[config.mk]
export PLATFORM = sky130hd
export DESIGN_NAME = mic_pitch_reader_flat
export DESIGN_NICKNAME = d
export VERILOG_FILES = /design/src/rtl/mic_pitch_reader_if.sv /design/src/rtl/mic_pitch_reader.sv /design/src/flat_wrapper.sv
export SDC_FILE = /design/constraint.sdc
export NUM_CORES = 1
export LEC_CHECK = 0
export BUFFER_PORTS_ARGS = -buffer_cell sky130_fd_sc_hd__buf_4
export CAP_MARGIN = 20
export CORE_MARGIN = 10
export CORE_UTILIZATION = 55
export CTS_CLUSTER_SIZE = 30
export DETAILED_ROUTE_END_ITERATION = 6
export PLACE_DENSITY = 0.76
export SYNTH_ARGS = -nofsm -noshare
export SYNTH_HDL_FRONTEND = slang
export SYNTH_SLANG_ARGS = --single-unit
[constraint.sdc]
create_clock -name clock -period 8.88 [get_ports clock]
set_clock_uncertainty 0.2 [all_clocks]
set_input_delay 0.888 -clock clock [delete_from_list [all_inputs] [get_ports clock]]
set_output_delay 0.888 -clock clock [all_outputs]
set_load 0.005 [all_outputs]
[src/rtl/mic_pitch_reader_if.sv]
// Audio-in handshake between Audio_Controller (master) and a sample consumer (slave).
interface mic_pitch_reader_if;
   logic        audio_in_available;
   logic [31:0] left_channel_audio_in;
   logic [31:0] right_channel_audio_in;
   logic        read_audio_in;

   modport master (output audio_in_available, output left_channel_audio_in,
                   output right_channel_audio_in, input read_audio_in);
   modport slave  (input audio_in_available, input left_channel_audio_in,
                   input right_channel_audio_in, output read_audio_in);
endinterface

[src/rtl/mic_pitch_reader.sv]
// Drains mic samples, mixes to mono, measures pitch period via hysteretic rising
// zero-crossings, and reports a windowed peak amplitude.
module mic_pitch_reader #(
   parameter logic [31:0] THRESH         = 32'd50000000,
   parameter logic [31:0] MIN_PERIOD     = 32'd25000,
   parameter logic [31:0] MAX_PERIOD     = 32'd1000000,
   parameter logic [15:0] WINDOW_SAMPLES = 16'd4800
) (
   input  logic                      clock,
   input  logic                      reset,
   mic_pitch_reader_if.slave         audio,
   output logic [31:0]               period,
   output logic                      period_valid,
   output logic [31:0]               peak,
   output logic                      signal_present
);

   typedef enum logic {IDLE = 1'b0, HOLD = 1'b1} rd_state_e;
   typedef enum logic {POL_NEG = 1'b0, POL_POS = 1'b1} pol_e;

   localparam logic signed [31:0] THRESH_S = THRESH;
   localparam logic [31:0]        CNT_SAT  = MAX_PERIOD + 32'd1;

   rd_state_e          state_q, state_d;
   logic signed [31:0] left_q, left_d, right_q, right_d;
   logic               lat_v_q, lat_v_d;
   logic signed [31:0] mono_q, mono_d;
   logic               mono_v_q, mono_v_d;
   pol_e               pol_q, pol_d;
   logic               armed_q, armed_d;
   logic [31:0]        cnt_q, cnt_d;
   logic [15:0]        win_q, win_d;
   logic [31:0]        run_max_q, run_max_d;
   logic [31:0]        period_q, period_d;
   logic               period_valid_q, period_valid_d;
   logic [31:0]        peak_q, peak_d;
   logic               sig_q, sig_d;

   logic               rise, fall, in_range;
   logic [31:0]        abs_v, max_v;

   // NOTE: every signal gets a default before the case/if so no path leaves it unassigned (no latches).
   always_comb begin
      state_d             = state_q;
      left_d              = left_q;
      right_d             = right_q;
      lat_v_d             = 1'b0;
      audio.read_audio_in = 1'b0;
      unique case (state_q)
         IDLE: if (audio.audio_in_available) begin
            audio.read_audio_in = 1'b1;
            left_d              = audio.left_channel_audio_in;
            right_d             = audio.right_channel_audio_in;
            lat_v_d             = 1'b1;
            state_d             = HOLD;
         end
         HOLD:    state_d = IDLE;
         default: state_d = IDLE;
      endcase
   end

   always_comb begin
      mono_d   = lat_v_q ? (left_q >>> 1) + (right_q >>> 1) : mono_q;
      mono_v_d = lat_v_q;

      rise     = mono_v_q && (pol_q == POL_NEG) && (mono_q > THRESH_S);
      fall     = mono_v_q && (pol_q == POL_POS) && (mono_q < -THRESH_S);
      in_range = (cnt_q >= MIN_PERIOD) && (cnt_q <= MAX_PERIOD);

      pol_d          = rise ? POL_POS : (fall ? POL_NEG : pol_q);
      cnt_d          = rise ? 32'd1 : ((cnt_q == CNT_SAT) ? cnt_q : cnt_q + 32'd1);
      armed_d        = armed_q;
      sig_d          = sig_q;
      period_d       = period_q;
      period_valid_d = 1'b0;

      if (cnt_q == CNT_SAT) begin
         sig_d   = 1'b0;
         armed_d = 1'b0;
      end
      // A crossing always starts a fresh measurement, so it re-arms even on timeout.
      if (rise) begin
         if (armed_q && in_range) begin
            period_d       = cnt_q;
            period_valid_d = 1'b1;
            sig_d          = 1'b1;
         end
         armed_d = 1'b1;
      end

      abs_v     = mono_q[31] ? -mono_q : mono_q;
      max_v     = (abs_v > run_max_q) ? abs_v : run_max_q;
      run_max_d = run_max_q;
      win_d     = win_q;
      peak_d    = peak_q;
      if (mono_v_q) begin
         if (win_q == WINDOW_SAMPLES - 16'd1) begin
            peak_d    = max_v;
            run_max_d = 32'd0;
            win_d     = 16'd0;
         end else begin
            run_max_d = max_v;
            win_d     = win_q + 16'd1;
         end
      end
   end

   // NOTE: sequential state uses non-blocking assignments so every flop samples pre-edge values.
   always_ff @(posedge clock) begin
      if (reset) begin
         state_q        <= IDLE;
         left_q         <= '0;
         right_q        <= '0;
         lat_v_q        <= 1'b0;
         mono_q         <= '0;
         mono_v_q       <= 1'b0;
         pol_q          <= POL_NEG;
         armed_q        <= 1'b0;
         cnt_q          <= '0;
         win_q          <= '0;
         run_max_q      <= '0;
         period_q       <= '0;
         period_valid_q <= 1'b0;
         peak_q         <= '0;
         sig_q          <= 1'b0;
      end else begin
         state_q        <= state_d;
         left_q         <= left_d;
         right_q        <= right_d;
         lat_v_q        <= lat_v_d;
         mono_q         <= mono_d;
         mono_v_q       <= mono_v_d;
         pol_q          <= pol_d;
         armed_q        <= armed_d;
         cnt_q          <= cnt_d;
         win_q          <= win_d;
         run_max_q      <= run_max_d;
         period_q       <= period_d;
         period_valid_q <= period_valid_d;
         peak_q         <= peak_d;
         sig_q          <= sig_d;
      end
   end

   assign period         = period_q;
   assign period_valid   = period_valid_q;
   assign peak           = peak_q;
   assign signal_present = sig_q;

endmodule

[src/flat_wrapper.sv]
// flat-port wrapper written by rule: the top's interface ports become plain ports
module mic_pitch_reader_flat 
#(
   parameter logic [31:0] THRESH         = 32'd50000000,
   parameter logic [31:0] MIN_PERIOD     = 32'd25000,
   parameter logic [31:0] MAX_PERIOD     = 32'd1000000,
   parameter logic [15:0] WINDOW_SAMPLES = 16'd4800
)
  (clock, reset, period, period_valid, peak, signal_present, audio_audio_in_available, audio_left_channel_audio_in, audio_right_channel_audio_in, audio_read_audio_in);
  mic_pitch_reader_if audio_i ();
  input  logic clock;
  input  logic reset;
  output logic [31:0] period;
  output logic period_valid;
  output logic [31:0] peak;
  output logic signal_present;
  input wire logic [$bits(audio_i.audio_in_available)-1:0] audio_audio_in_available;
  input wire logic [$bits(audio_i.left_channel_audio_in)-1:0] audio_left_channel_audio_in;
  input wire logic [$bits(audio_i.right_channel_audio_in)-1:0] audio_right_channel_audio_in;
  output wire logic [$bits(audio_i.read_audio_in)-1:0] audio_read_audio_in;
  assign audio_i.audio_in_available = audio_audio_in_available;
  assign audio_i.left_channel_audio_in = audio_left_channel_audio_in;
  assign audio_i.right_channel_audio_in = audio_right_channel_audio_in;
  assign audio_read_audio_in = audio_i.read_audio_in;
  mic_pitch_reader #(.THRESH(THRESH), .MIN_PERIOD(MIN_PERIOD), .MAX_PERIOD(MAX_PERIOD), .WINDOW_SAMPLES(WINDOW_SAMPLES)) u_core (.clock(clock), .reset(reset), .audio(audio_i), .period(period), .period_valid(period_valid), .peak(peak), .signal_present(signal_present));
endmodule
==> results of run 1 <==
## worst reg2reg max path: stages, from the launching register on
cell	delay (ns)
dfxtp_1	0.37
inv_1	0.13
ha_1	0.18
or3b_2	0.51
nor4b_2	0.41
nand3_1	0.16
o41ai_1	0.39
xor2_1	0.30
inv_1	0.08
ha_1	0.32
nand4_1	0.18
nor4_1	0.59
nand2_1	0.17
a2bb2oi_1	0.17
buf_4	0.21
nor3_2	0.75
buf_4	0.35
a22o_1	0.17
## kinds of logic after synthesis
group / after synthesis
xor+xnor: 86
flops: 244
buf+inv: 148
compound gates: 331
mux: 60
simple gates: 585
fa+ha+maj: 69
## synth_stat cells (16+ instances only)
cell      number  area (um2)
dfxtp_1      244        4880
nand2_1      240         901
nor2_1       136         510
a21oi_1      117         586
o21ai_0       73         365
ha_1          68         851
inv_1         62         233
mux2i_1       60         601
clkbuf_1      59         221
xnor2_1       54         473
nand3_1       46         230
xor2_1        32         280
a22o_1        28         245
nand4_1       27         169
and2_1        20         125
nor3_1        19        95.1
nor4_1        16         100
## cell type report
cell class	instances	area share
Inverter	63	0.0161
Tap cell	285	0.0244
Clock buffer	38	0.0544
Multi-Input combinational cell	1131	0.488
Sequential cell	244	0.334
Timing Repair Buffer	143	0.0752
Clock inverter	9	0.00863
## registers in the layout, indices dropped and copies added (netlist names), 16 cells and up
register          count
u_core.left_q        31
u_core.period        32
u_core.win_q         16
u_core.right_q       31
u_core.mono_q        32
u_core.run_max_q     32
u_core.cnt_q         32
u_core.peak          32
## power by group through the flow
stage / registers (W) / clock network [W] / logic, W
final: 0.00115 / 0.00114 / 0.000469
after global routing: 0.00115 / 0.00121 / 0.000518
after CTS: 0.00115 / 0.00116 / 0.000461
after detailed placement: 0.00118 / 0 / 0.000458
after floorplan: 0.00116 / 0 / 0.000352
after global placement: 0.00117 / 0 / 0.000450
## path summary, 6_finish.rpt
check                        end  cells past startpoint        startpoint  slack [ns]
min reg2reg       u_core.peak[2]                      2    u_core.peak[2]        0.26
max          u_core.run_max_q[7]                     17  u_core.mono_q[0]        3.18
max reg2reg  u_core.run_max_q[7]                     17  u_core.mono_q[0]        3.18
min               u_core.peak[2]                      2    u_core.peak[2]        0.26
## metal layers
metal | vias up | global-route usage
met5 | - | 0
met4 | 0 | 0.0446
met3 | 36 | 0.0300
met2 | 235 | 0.310
met1 | 5000 | 0.273
li1 | 5520 | -
## per-stage QoR
| step | instances | utilization | setup WS, ns |
|---|---|---|---|
| after global routing | 1913 | 0.649 | 2.71 |
| after detailed placement | 1865 | 0.607 | 3.25 |
| final | 1913 | 0.649 | 3.18 |
| after floorplan | 1523 | - | 4.28 |
| after global placement | 1864 | 0.606 | 3.32 |
| after CTS | 1912 | 0.648 | 3.22 |
==> flow_summary.ini, run 1 <==
[clocking]
clkTransAtPathRegs_ns = 0.06
cts-htree-levels = 1
clockBufferDepth = 3
cts-resized-gates = 0
cts_setup_buffers = 0
cts_made_buffers = 26
clkSinkCount = 244
clk_latency_ns = 0.52
cts-root-buf = clkbuf_16
tritoncts = done
cts_hold_buf = 0

[sta]
worst_pin_slew_ns = 0.986
finalSetupViolations = 0
slew_headroom = 0.337
setup_tns_ns = 0
hold_ws_ns = 0.255
finalHoldViolCount = 0
rsz0062_at_grt = false
final_max_slew_viol_count = 0
fmax_mhz = 175
fin_crit_sh = 0.642
layout_min_cycle_time_ns = 5.70

[synthesis]
synth_compound_area_frac = 0.171
synth-simple-area-share = 0.218
synth_cell_types = 78
synth_fp_nets = 1659
synth.cell_area_um2 = 12600
synth_fa_ha_area_frac = 0.0691
synthFlopType = dfxtp_1
seq_area_frac_synth = 0.388
synthXorXnorAreaFrac = 0.0598
muxShareOfSynthArea = 0.0477
synth.avg_cell_area_um2 = 8.27
ys_warn_count = 0
syn_inst = 1523
synth_edf_count = 0
async_reset_ff_frac = 0
ys_seq_elements = 244
synth_top_family_by_area = simple AND/OR/NAND/NOR gates

[drt]
highest_layer = met4
drcViolationCount = 0
vias = 10791
vias_per_cell = 5.64
dr.pass1.iters = 5
dr_wl_met2_mm = 13.2
wl_per_cell_um = 15.4
dr.first_iter.drc_count = 769
detailroute.wirelength.met3_mm = 1.47
totalWireLength_mm = 29.5
wl_met1_mm = 14.5
ant_nets = 0

[worst_setup_path]
cp.required_ns = 9.14
crit_fanout = 15
crit_path_end_kind = register
critPathKind = reg -> reg
critPathLaunchType = register
crit_family = simple AND/OR/NAND/NOR gates
cp_slowest_stage_delay_ns = 0.74
path_cells = inv_1 -> ha_1 -> or3b_2 -> nor4b_2 -> nand3_1 -> o41ai_1 -> xor2_1 -> inv_1 -> ha_1 -> nand4_1 -> nor4_1 -> nand2_1 -> a2bb2oi_1 -> buf_4 -> nor3_2 -> buf_4 -> a22o_1
cp_num_buf_inv = 4
crit_slowest_cell = nor3_2
cp.arrival_ns = 5.97

[place]
placed_area_um2 = 13700
placement.io_buffers = 131
place.gp.congestion = 0.924
dpl.hpwl_mm = 21.6

[grt]
grt_pass1_wl_mm = 49.3
grt_pass1_vias = 10143
globalRouteTotalUtil = 0.195
antenna_found_initial = 0
grt_max_degree = 75
overflow = 0

[final_layout]
final_common_cell = dfxtp_1
drive_gt1_frac = 0.134
fillers = 1924
ff_latch_area_um2 = 4880
fin_area_um2 = 14600
antenna_cells = 0
area_growth_pct = 16.3
nNetsFinal = 1745
multi_input_area_um2 = 7140
final_cell_mix = 244 x dfxtp_1, 240 x nand2_1, 141 x buf_4

[power]
switching_power_w = 0.000741
pwr-share-clk = 0.414
seqPwrFrac = 0.417
p_int_w = 0.00202
ir_worst_vdd_v = 0.000135
p_per_area_nw_per_um2 = 189
pwr-share-comb = 0.170
p_leak_nw = 5.86
power_w = 0.00276
switching_share = 0.268

[die]
num_rows = 55
core_um2 = 22600
die_y_um = 171
start_util = 0.558
die_w_um = 171
die-area_um2 = 29400
ios = 134

[hold_path]
worstHoldPathType = reg -> reg

[outcome]
status = finished clean

[run]
drv_cap = 0
No activity file was read; power rests on OpenSTA's default activity.
==> run 2: changes to the inputs <==
==> constraint.sdc (replaced) <==
create_clock -name clock -period 5.5 [get_ports clock]
set_clock_uncertainty 0.2 [all_clocks]
set_input_delay 0.55 -clock clock [delete_from_list [all_inputs] [get_ports clock]]
set_output_delay 0.55 -clock clock [all_outputs]
set_load 0.005 [all_outputs]
==> flow_summary.ini, run 2 (synthesis gave the netlist of run 1 again) <==
[place]
dp_cells = 1868
place.gp.congestion = 0.921
placement.io_buffers = 131
dpl.hpwl_mm = 21.8

[worst_setup_path]
critical_path.reg2reg.endpoint = u_core.peak[23]
rrSetupSlack_ns = 0.32
critPathLaunchType = register
crit_fanout = 17
cp_slowest_stage_delay_ns = 0.70
crit_path_end_kind = register
r2r_start = u_core.mono_q[0]
path_cells = inv_1 -> ha_1 -> or3b_2 -> nor4b_2 -> nand3_1 -> o41ai_1 -> xor2_1 -> inv_1 -> ha_1 -> nand4_1 -> nor4_2 -> nand2_1 -> o2bb2ai_2 -> buf_12 -> mux2i_1 -> o21ai_0
crit_family = simple AND/OR/NAND/NOR gates
reg2reg_depth = 16
cp.required_ns = 5.67
cp.arrival_ns = 5.35
crit_slowest_cell = o2bb2ai_2
critPathKind = reg -> reg
cp_num_buf_inv = 3

[sta]
layout_min_cycle_time_ns = 5.18
rsz0062_at_grt = true
final_max_slew_viol_count = 0
finalHoldViolCount = 0
fin_crit_sh = 0.942
finalSetupViolations = 0
worst_pin_slew_ns = 0.851
slew_headroom = 0.433
fmax_mhz = 193

[die]
die_y_um = 171
start_util = 0.558
die_w_um = 171
core_um2 = 22600
num_rows = 55
die-area_um2 = 29400
ios = 134

[power]
pwr-share-comb = 0.176
ir_worst_vdd_v = 0.000210
seqPwrFrac = 0.422
p_leak_nw = 5.85
switching_share = 0.270
pwr-share-clk = 0.402
switching_power_w = 0.00119
p_per_area_nw_per_um2 = 301
p_int_w = 0.00321

[grt]
antenna_found_initial = 0
grt_max_degree = 71
grt_pass1_wl_mm = 49.5
grt_pass1_vias = 10278
overflow = 0
globalRouteTotalUtil = 0.196

[hold_path]
min_to = u_core.right_q[19]
hp-start = audio_right_channel_audio_in[19]
worstHoldPathType = in -> reg
whs_path_depth = 3

[final_layout]
nNetsFinal = 1747
drive_gt1_frac = 0.134
area_growth_pct = 16.1
final_cell_mix = 244 x dfxtp_1, 240 x nand2_1, 143 x buf_4
final_common_cell = dfxtp_1
antenna_cells = 0
postLayoutCoreUtil = 0.648
layout.cells.non_filler = 1914

[drt]
dr.pass1.iters = 5
vias_per_cell = 5.67
vias = 10847
drcViolationCount = 0
ant_nets = 0
totalWireLength_mm = 29.6
wl_per_cell_um = 15.5
dr.first_iter.drc_count = 828

[run]
drv_cap = 0

[clocking]
tritoncts = done
cts-root-buf = clkbuf_16
clkSinkCount = 244
cts-htree-levels = 1
clk_latency_ns = 0.52
clkTransAtPathRegs_ns = 0.06
clockBufferDepth = 3
cts_made_buffers = 25

[outcome]
status = finished clean
[run 2: power by group through the flow]
stage	Clock, W	Sequential (W)	Combinational, W
6_report	0.00177	0.00186	0.000772
3_3_place_gp	0	0.00190	0.000740
5_1_grt	0.00187	0.00186	0.000857
4_1_cts	0.00180	0.00186	0.000759
3_5_place_dp	0	0.00190	0.000755
2_1_floorplan	0	0.00188	0.000568
[run 2: through the flow]
stage	cell area [um2]	setup TNS [ns]	hold slack, ns	worst slack, ns	power [W]
floorplan	12600	0	0.237	0.903	0.00245
global placement	13700	0	0.239	0.319	0.00264
detailed placement	13700	0	0.246	0.229	0.00265
CTS	14600	0	0.0570	0.150	0.00442
global route	14600	-0.385	0.0650	-0.0552	0.00459
finish	14600	0	0.0743	0.317	0.00440
[run 2: worst reg2reg max path, delay by kind of cell, from the launching register on]
kind / cells / cell delay, ns
AOI/OAI and AO/OA: 3 / 1.17
xor gates and xnor gates: 1 / 0.29
adders and majority gates: 2 / 0.49
buffers and inverters: 3 / 0.46
DFF: 1 / 0.31
muxes: 1 / 0.21
and+or+nand+nor: 6 / 1.90
[run 2: area by class of cell]
type,instances,area (um2)
fillers,2005,7950
multi-input cells,1131,7150
flip-flops and latches,244,4880
repair buffers,146,1140
clock buffers,33,696
well taps,285,357
inverters,63,236
clock inverters,12,170
[run 2: how the worst max path moves through the flow]
stage | from | to | slack [ns] | cells past startpoint
after global routing | u_core.mono_q[0] | u_core.peak[21] | -0.06 | 16
after detailed placement | u_core.mono_q[0] | u_core.peak[21] | 0.23 | 16
after CTS | u_core.mono_q[0] | u_core.peak[21] | 0.15 | 16
after global placement | u_core.mono_q[0] | u_core.peak[24] | 0.32 | 16
after floorplan | u_core.mono_q[0] | u_core.run_max_q[10] | 0.90 | 17
final | u_core.mono_q[0] | u_core.peak[23] | 0.32 | 16
[run 2: what timing repair did]
item	in CTS	in global routing
gates resized for setup	0	1
endpoints found under the setup margin	0	39
hold buffers	0	0
endpoints found under the hold margin	0	0
buffers inserted	0	0
[run 2: metal layers]
layer  track usage  up-vias  part of all wire
met3        0.0280       34             0.048
met2         0.316      234              0.45
met5             0        -                 0
met4        0.0457        0             0.016
li1              -     5526                 -
met1         0.272     5053              0.49
==> run 3: changes to the inputs <==
--- a/config.mk
+++ b/config.mk
@@ -5,6 +5,7 @@
 export SDC_FILE = /design/constraint.sdc
 export NUM_CORES = 1
 export LEC_CHECK = 0
+export ABC_AREA = 1
 export BUFFER_PORTS_ARGS = -buffer_cell sky130_fd_sc_hd__buf_4
 export CAP_MARGIN = 20
 export CORE_MARGIN = 10
==> flow_summary.ini, run 3 <==
[synthesis]
synthFlopType = dfxtp_1
synth.cell_area_um2 = 13800
synth_fa_ha_area_frac = 0.0629
synth_cell_types = 50
synth-simple-area-share = 0.335
seq_area_frac_synth = 0.353
yosysMostFrequentCell = nand2_1
synth.avg_cell_area_um2 = 6.62
synth_fp_nets = 2228
synth_top_area_frac = 0.353
synth_commonest_cells = 454 x nand2_1, 307 x nor2_1, 254 x inv_1, 244 x dfxtp_1, 187 x nand3_1
synth_top_family_by_area = simple AND/OR/NAND/NOR gates
syn_inst = 2092
synth_compound_area_frac = 0.121
ys_seq_elements = 244
synth_top_area_cell = dfxtp_1
synth_edf_count = 0
ys_warn_count = 0
synth_area_leaders = dfxtp_1 35%, nand2_1 12%, nor2_1 8.3%
synthXorXnorAreaFrac = 0.0316
muxShareOfSynthArea = 0
async_reset_ff_frac = 0

[sta]
finalSetupViolations = 0
layout_min_cycle_time_ns = 3.71
worst_pin_slew_ns = 0.965
setup_tns_ns = 0
fin_crit_sh = 0.675
hold_ws_ns = 0.0494
finalHoldViolCount = 0
slew_headroom = 0.355
final_max_slew_viol_count = 0
fmax_mhz = 269
rsz0062_at_grt = false

[worst_setup_path]
path_cells = inv_1 -> ha_1 -> nand2_1 -> nor2_2 -> nand4_1 -> nand2_1 -> nand3_1 -> nand2_1 -> inv_1 -> ha_1 -> nand2_1 -> nor2_1 -> nand2_1 -> nor2_1 -> nand2_1 -> nand2_1 -> buf_4 -> nand3_1 -> nand3_1 -> a21oi_1
cp.arrival_ns = 3.90
cp_slowest_stage_delay_ns = 0.35
cp_num_buf_inv = 3
crit_slowest_cell = buf_4
cp.required_ns = 5.69
critPathKind = reg -> reg
critPathLaunchType = register
crit_fanout = 32
crit_family = simple AND/OR/NAND/NOR gates
crit_path_end_kind = register
cp_common_cell = nand2_1

[grt]
grt_max_degree = 104
antenna_found_initial = 0
grt_pass1_vias = 12929
globalRouteTotalUtil = 0.224
grt_pass1_wl_mm = 60.8
overflow = 0

[place]
dpl.hpwl_mm = 26.6
place.gp.congestion = 0.948
placement.io_buffers = 131

[drt]
vias = 13572
wl_per_cell_um = 14.2
drcViolationCount = 0
vias_per_cell = 5.35
dr.pass1.iters = 5
ant_nets = 0
dr.first_iter.drc_count = 1121
totalWireLength_mm = 36.1

[power]
ir_worst_vdd_v = 0.000287
p_leak_nw = 7.44
p_per_area_nw_per_um2 = 303

[final_layout]
fillers = 2338
nNetsFinal = 2324
area_growth_pct = 15.4
antenna_cells = 0
final_common_cell = nand2_1
final_cell_mix = 454 x nand2_1, 306 x nor2_1, 253 x inv_1
drive_gt1_frac = 0.111
multi_input_area_um2 = 7640
ff_latch_area_um2 = 4880

[die]
num_rows = 58
die_w_um = 179
ios = 134
core_um2 = 25000
die-area_um2 = 31900
die_y_um = 179
start_util = 0.555

[clocking]
cts_made_buffers = 27
clkSinkCount = 244
clockBufferDepth = 3
tritoncts = done
clkTransAtPathRegs_ns = 0.07
cts-htree-levels = 1
cts_hold_buf = 0
cts_setup_buffers = 0
cts-resized-gates = 0
cts-root-buf = clkbuf_16
clk_latency_ns = 0.55

[outcome]
status = finished clean

[hold_path]
worstHoldPathType = in -> reg

[run]
drv_cap = 0
run 3: worst paths after layout:
kind	end	slack (ns)	cells after the start	startpoint
setup / recovery	u_core.run_max_q[27]	1.79	20	u_core.mono_q[0]
hold / removal	u_core.right_q[5]	0.05	3	audio_right_channel_audio_in[5]
setup reg to reg	u_core.run_max_q[27]	1.79	20	u_core.mono_q[0]
hold reg to reg	u_core.peak[25]	0.25	2	u_core.peak[25]
run 3: power breakdown:
group / internal (W) / switching, W / total (W)
logic: 0.000346 / 0.000677 / 0.00102
clock network: 0.00117 / 0.000747 / 0.00192
registers: 0.00184 / 0.0000570 / 0.00190
total: 0.00336 / 0.00148 / 0.00484
run 3: logic make-up after synthesis:
| family | after synthesis |
|---|---|
| buf+inv | 340 |
| xor+xnor | 50 |
| fa+ha+maj | 69 |
| flops | 244 |
| simple gates | 1071 |
| compound gates | 318 |
run 3: routing by layer:
metal	track usage	wire, um	up-vias
met1	0.295	16800	6166
met4	0.0637	788	0
met5	0	0	-
li1	-	-	6957
met2	0.368	16100	389
met3	0.0392	2370	60
run 3: worst register-to-register path, cell delays in order, from the launching register on:
cell and delay [ns]:
dfxtp_1 0.31, inv_1 0.17, ha_1 0.20, nand2_1 0.13
nor2_2 0.28, nand4_1 0.21, nand2_1 0.13, nand3_1 0.07
nand2_1 0.12, inv_1 0.06, ha_1 0.26, nand2_1 0.06
nor2_1 0.10, nand2_1 0.08, nor2_1 0.23, nand2_1 0.09
nand2_1 0.08, buf_4 0.35, nand3_1 0.19, nand3_1 0.14
a21oi_1 0.08
run 3: final cells by class:
type / count / share of cell area
inverter: 264 / 0.0620
clock inverter: 14 / 0.0117
tap: 330 / 0.0258
multi-input combinational: 1508 / 0.478
timing repair buffer: 143 / 0.0685
sequential: 244 / 0.306
clock buffer: 35 / 0.0479
run 3: metrics by stage:
stage          utilization  std cells  setup slack (ns)  total power, W  area (um2)
2_1_floorplan            -       2092              2.52         0.00267       13800
3_3_place_gp         0.601       2488              1.43         0.00289       15000
3_5_place_dp         0.601       2488              1.34         0.00292       15000
4_1_cts              0.639       2537              1.27         0.00484       15900
5_1_grt              0.640       2538              1.48         0.00509       16000
6_report             0.640       2538              1.79         0.00484       16000
